$ cat config.mk
export PLATFORM = sky130hd
export DESIGN_NAME = core_block_sequencer
export DESIGN_NICKNAME = d
export VERILOG_FILES = /design/src/rtl/core_block_sequencer_pkg.sv /design/src/rtl/core_block_sequencer_lane_mask_gen.sv /design/src/rtl/core_block_sequencer.sv
export SDC_FILE = /design/constraint.sdc
export NUM_CORES = 1
export LEC_CHECK = 0
export BUFFER_PORTS_ARGS = -buffer_cell sky130_fd_sc_hd__buf_2
export CAP_MARGIN = 10
export CORE_MARGIN = 2
export CORE_UTILIZATION = 40
export CTS_CLUSTER_SIZE = 8
export DETAILED_ROUTE_END_ITERATION = 8
export MAX_ROUTING_LAYER = met4
export RECOVER_POWER = 50
export SYNTH_ARGS = -nofsm -noshare
export SYNTH_HDL_FRONTEND = slang
export SYNTH_SLANG_ARGS = --single-unit
$ cat constraint.sdc
create_clock -name clk -period 9.7 [get_ports clk]
set_input_delay 1.455 -clock clk [delete_from_list [all_inputs] [get_ports clk]]
set_output_delay 1.455 -clock clk [all_outputs]
set_load 0.01 [all_outputs]
$ cat src/rtl/core_block_sequencer_pkg.sv
// Shared types and sizing helpers for the core-side block sequencer.
// Holds the data word type, the sequencer state encoding and the warp-id width.
package core_block_sequencer_pkg;

  localparam int DATA_W        = 32;
  localparam int NUM_WARPS_DEF = 4;
  localparam int WARP_SIZE_DEF = 16;

  typedef logic [DATA_W-1:0] data_t;

  typedef enum logic [1:0] {
    BLK_IDLE,
    BLK_LAUNCH,
    BLK_RUN,
    BLK_DONE
  } blk_seq_state_t;

  // A single-warp core still needs a one-bit warp id port.
  function automatic int id_width(input int n);
    return (n > 1) ? $clog2(n) : 1;
  endfunction

  localparam int WARP_ID_W = id_width(NUM_WARPS_DEF);

endpackage

$ cat src/rtl/core_block_sequencer_lane_mask_gen.sv
// Active-lane mask for a warp from the block's thread-count remainder.
// A zero remainder means the warp is full, so every lane is enabled.
module lane_mask_gen
  #(parameter int WARP_SIZE = 16,
    localparam int LOG_WS   = $clog2(WARP_SIZE))
  (input  logic [LOG_WS-1:0]    rem_i,
   output logic [WARP_SIZE-1:0] mask_o);

  always_comb begin
    // NOTE: every bit is assigned on every pass, so no latch can be inferred.
    mask_o = '0;
    for (int i = 0; i < WARP_SIZE; i++) begin
      mask_o[i] = (rem_i == '0) || (LOG_WS'(i) < rem_i);
    end
  end

endmodule

$ cat src/rtl/core_block_sequencer.sv
// Core-side endpoint of the dispatcher->core block handshake: splits a block into
// warps, launches one warp per cycle, tracks completions and raises done.
module core_block_sequencer
  import core_block_sequencer_pkg::*;
  #(parameter int NUM_WARPS = NUM_WARPS_DEF,
    parameter int WARP_SIZE = WARP_SIZE_DEF,
    localparam int WID      = id_width(NUM_WARPS),
    localparam int LOG_WS   = $clog2(WARP_SIZE))
  (input  logic                 clk,
   input  logic                 reset,
   input  logic                 start_i,
   input  data_t                block_id_i,
   input  data_t                threads_per_block_i,
   output logic                 launch_valid_o,
   output logic [WID-1:0]       launch_warp_id_o,
   output data_t                launch_base_tid_o,
   output logic [WARP_SIZE-1:0] launch_lane_mask_o,
   input  logic [NUM_WARPS-1:0] warp_done_i,
   output logic                 busy_o,
   output logic                 done_o,
   output logic                 config_error_o);

  blk_seq_state_t       state_q;
  data_t                prod_q;
  logic [WID:0]         nwarps_q;
  logic [LOG_WS-1:0]    rem_q;
  logic [WID-1:0]       w_q;
  logic [NUM_WARPS-1:0] launched_q;
  logic [NUM_WARPS-1:0] done_mask_q;
  logic                 launch_valid_q;
  logic [WID-1:0]       launch_warp_id_q;
  data_t                launch_base_tid_q;
  logic [WARP_SIZE-1:0] launch_lane_mask_q;
  logic                 done_q;
  logic                 config_error_q;

  data_t                raw_warps;
  logic                 sat;
  logic [WID:0]         nwarps_d;
  logic [NUM_WARPS-1:0] done_mask_d;
  logic [NUM_WARPS-1:0] need_mask;
  logic                 last_launch;
  logic [WARP_SIZE-1:0] tail_mask;

  lane_mask_gen #(.WARP_SIZE(WARP_SIZE)) u_lane_mask (
    .rem_i  (rem_q),
    .mask_o (tail_mask)
  );

  always_comb begin
    raw_warps = data_t'(threads_per_block_i >> LOG_WS)
              + data_t'(|threads_per_block_i[LOG_WS-1:0]);
    sat       = raw_warps > data_t'(NUM_WARPS);
    nwarps_d  = sat ? (WID+1)'(NUM_WARPS) : raw_warps[WID:0];

    // Completions count only for warps whose launch has already been issued.
    done_mask_d = done_mask_q | (warp_done_i & launched_q);

    need_mask = '0;
    for (int i = 0; i < NUM_WARPS; i++) begin
      need_mask[i] = ((WID+1)'(i) < nwarps_q);
    end

    last_launch = ({1'b0, w_q} == (nwarps_q - (WID+1)'(1)));
  end

  always_ff @(posedge clk) begin
    if (reset) begin
      state_q            <= BLK_IDLE;
      prod_q             <= '0;
      nwarps_q           <= '0;
      rem_q              <= '0;
      w_q                <= '0;
      launched_q         <= '0;
      done_mask_q        <= '0;
      launch_valid_q     <= 1'b0;
      launch_warp_id_q   <= '0;
      launch_base_tid_q  <= '0;
      launch_lane_mask_q <= '0;
      done_q             <= 1'b0;
      config_error_q     <= 1'b0;
    end else begin
      // NOTE: non-blocking throughout, so every branch reads pre-edge register values.
      launch_valid_q <= 1'b0;
      done_mask_q    <= done_mask_d;

      unique case (state_q)
        BLK_IDLE: begin
          if (start_i) begin
            prod_q      <= block_id_i * threads_per_block_i;
            nwarps_q    <= nwarps_d;
            // A saturated block has no partial tail warp within this core.
            rem_q       <= sat ? '0 : threads_per_block_i[LOG_WS-1:0];
            w_q         <= '0;
            launched_q  <= '0;
            done_mask_q <= '0;
            if (sat) config_error_q <= 1'b1;
            state_q     <= (threads_per_block_i == '0) ? BLK_DONE : BLK_LAUNCH;
          end
        end

        BLK_LAUNCH: begin
          if (!start_i) begin
            launched_q  <= '0;
            done_mask_q <= '0;
            state_q     <= BLK_IDLE;
          end else begin
            launch_valid_q     <= 1'b1;
            launch_warp_id_q   <= w_q;
            launch_base_tid_q  <= prod_q + (data_t'(w_q) << LOG_WS);
            launch_lane_mask_q <= last_launch ? tail_mask : '1;
            launched_q[w_q]    <= 1'b1;
            w_q                <= w_q + WID'(1);
            if (last_launch) state_q <= BLK_RUN;
          end
        end

        BLK_RUN: begin
          if (!start_i) begin
            launched_q  <= '0;
            done_mask_q <= '0;
            state_q     <= BLK_IDLE;
          end else if ((done_mask_d & need_mask) == need_mask) begin
            done_q  <= 1'b1;
            state_q <= BLK_DONE;
          end
        end

        BLK_DONE: begin
          if (!start_i) begin
            done_q      <= 1'b0;
            launched_q  <= '0;
            done_mask_q <= '0;
            state_q     <= BLK_IDLE;
          end else begin
            done_q <= 1'b1;
          end
        end

        default: state_q <= BLK_IDLE;
      endcase
    end
  end

  assign launch_valid_o     = launch_valid_q;
  assign launch_warp_id_o   = launch_warp_id_q;
  assign launch_base_tid_o  = launch_base_tid_q;
  assign launch_lane_mask_o = launch_lane_mask_q;
  assign busy_o             = (state_q == BLK_LAUNCH) || (state_q == BLK_RUN);
  assign done_o             = done_q;
  assign config_error_o     = config_error_q;

endmodule

==> results.md <==
- Status: finished, violations left
- Failing checks: max-capacitance violations, max-slew violations
- CTS max path bufs: 2
- Overflow left after global routing: 0
- Synth cell types: 64
- CP max FO: 30
- Top cell type's share of synthesized area: 39.6%
- CP Capture Type: flip-flop
- Initial antenna violation count: 4
- Layout cells sized above 1: 5.08%
- Most common cell after layout, fill and taps aside: inv_1
- Vias in the first global route: 16,988
- Clk root buf: clkbuf_16
- Syn Inst Count: 2,393
- Core outline area: 51,200 um^2
- Yosys warns: 0
- Critical path required time: 10.00 ns
- Register area share after synthesis: 10.1%
- Post-Route WL: 58.5 mm
- Max Cap Violations: 1
- Post-CTS sizing: 0
- GRT Total Usage: 23.3%
- Input/output buffers: 124
- Placer Congestion: 0.985
- FMAX: 119 MHz
- Fin crit period: 8.39 ns
- Final setup TNS: 0 ns
- Setup CP Type: primary input to flip-flop
- Row count: 83
- Final count of pins violating max slew: 85
- TritonCTS buffer count: 9
- Worst path arrival time: 8.69 ns
- Hpwl dp: 47.3 mm
- Synth area leader: fa_1
- Die H: 231 um
- Primary FF master, synth: dfxtp_1
- Wire per inst: 18.9 um
- Post-synthesis net count: 3,011
- Routed Antenna Nets: 0
- Share of synthesized flip-flops with an asynchronous set or reset: 0%
- Global-route wire length before repair: 93.5 mm
- HP Class: flip-flop to flip-flop
- CTS tree: yes
- Leading post-synthesis cells by cell area: fa_1, dfxtp_1, inv_1
- Synth-to-Final Area Change: 6.60%
- Largest net degree at the start of global routing: 85
- Seq cells post-synth: 104
- Mapped Area: 20,700 um^2
- Routed vias: 15,835
- DR vias/cell: 5.10
- DIE AREA: 53,600 um^2
- Seq. cell area: 2080 um^2
- Worst Max-Slew Pin Slew: 3.81 ns
- # nets final: 3,032
- RSZ-0062 raised after global routing: no
- Effective utilization at floorplan: 40.4%
- R2R depth: 7
- EDFF count, synth: 0
- H-tree levels: 3
- Worst Skew: 0.0128 ns
- Startpoint types: primary input
- Final Hold Viols: 0
- Worst skew pair latency: 0.36 ns
- Initial DRC count: 805
- Clock sinks: 104
- CTS hold repair buffers: 0
- Io pins: 125
- DRC viols: 0
- Cells on Worst Hold Path: 2
- Final Cycle Share: 86.5%
- Finish-stage setup viols: 0
- Clock transition at path regs: 0.07 ns
- Die W: 231 um
- DRT Pass-1 Iters: 5
- Multi-input gate area: 16,300 um^2
- Slew margin rel.: -154%
- # fillers: 5,143
- Post-CTS Setup Bufs: 0
- Most frequent cells in the layout: inv_1, fa_1, nand2_1, and2_1, ha_1
- Mapped Avg Cell Area: 8.65 um^2
## sequential cells by signal, indices dropped and copies added, names as in the netlist, 2 cells and up
register	cells
launch_lane_mask_o	16
launched_q	4
prod_q	32
launch_base_tid_o	32
nwarps_q	3
state_q	2
w_q	2
launch_warp_id_o	2
done_mask_q	4
rem_q	4
## through the flow
stage          instance area, um^2  worst slack (ns)  cells  hold WS [ns]  utilization (%)
5_1_grt                      22100              1.07   3102         0.478             43.1
3_3_place_gp                 21800              1.08   3083         0.444             42.6
6_report                     22100              1.31   3103         0.454             43.1
3_5_place_dp                 21800             0.956   3083         0.445             42.6
2_1_floorplan                20700              1.39   2393         0.432                -
4_1_cts                      22100              1.35   3099         0.455             43.2
## routing by layer
metal | global-route usage [%] | share of wire (%) | vias up | wire length, um
li1 | - | - | 7243 | -
met1 | 28.0 | 41 | 8020 | 24100
met2 | 39.5 | 49 | 457 | 28700
met3 | 2.89 | 5.3 | 115 | 3120
met4 | 9.46 | 4.5 | 0 | 2640
met5 | - | 0 | - | 0
## cell usage after synthesis (all sizes together), types with 3 or more instances
cell,instances
a211oi,31
a21o,14
a21oi,76
a22o,6
a22oi,3
a311oi,5
a31oi,14
and2,281
and3,11
and4,8
buf,9
clkbuf,124
dfxtp,104
fa,409
ha,138
inv,468
nand2,356
nand2b,4
nand3,28
nand4,12
nor2,68
nor2b,7
nor3,13
nor4,8
nor4b,4
o21ai,35
o21bai,4
o22ai,4
or3,6
or4,5
xnor2,75
xor2,36
## kinds of logic after synthesis
| logic type | Yosys count | share of synthesized area [%] |
|---|---|---|
| compound gates | 208 | 6.39 |
| xor+xnor | 112 | 4.81 |
| fa+ha+maj | 547 | 47.9 |
| buf+inv | 602 | 10.9 |
| flops | 104 | 10.1 |
| mux | 2 | 0.103 |
| simple gates | 818 | 19.8 |
## worst paths after layout
check	slack (ns)	from	to
worst max-delay path	1.31	threads_per_block_i[5]	prod_q[30]
worst max register to register	6.94	w_q[0]	launch_base_tid_o[26]
worst min register to register	0.45	launch_warp_id_o[0]	launch_warp_id_o[0]
worst min-delay path	0.45	launch_warp_id_o[0]	launch_warp_id_o[0]
## worst max-delay path: stages
cell and delay, ns:
buf_2 0.44, and2_1 0.22, fa_1 0.44, fa_1 0.50, fa_1 0.52, inv_1 0.05
fa_1 0.53, inv_1 0.05, fa_1 0.50, inv_1 0.05, fa_1 0.47, inv_1 0.05
fa_1 0.52, inv_1 0.05, fa_1 0.53, inv_1 0.05, ha_1 0.36, and3_1 0.24
nand4_1 0.14, nand3b_1 0.19, nor3_1 0.18, nor3_2 0.10, a31oi_1 0.29, a31oi_1 0.18
or3b_2 0.46, nand3_1 0.09
## final cells by class
cell class	instances	share of cell area, %
antenna	4	0.0454
clock buffer	10	1.08
clock inverter	6	0.340
inverter	469	7.98
multi-input combinational	1687	74.1
sequential	104	9.44
tap	680	3.86
timing repair buffer	143	3.14
Power is not shown: default switching activity piles up to over one toggle a cycle in this logic, so the estimate is an artifact.
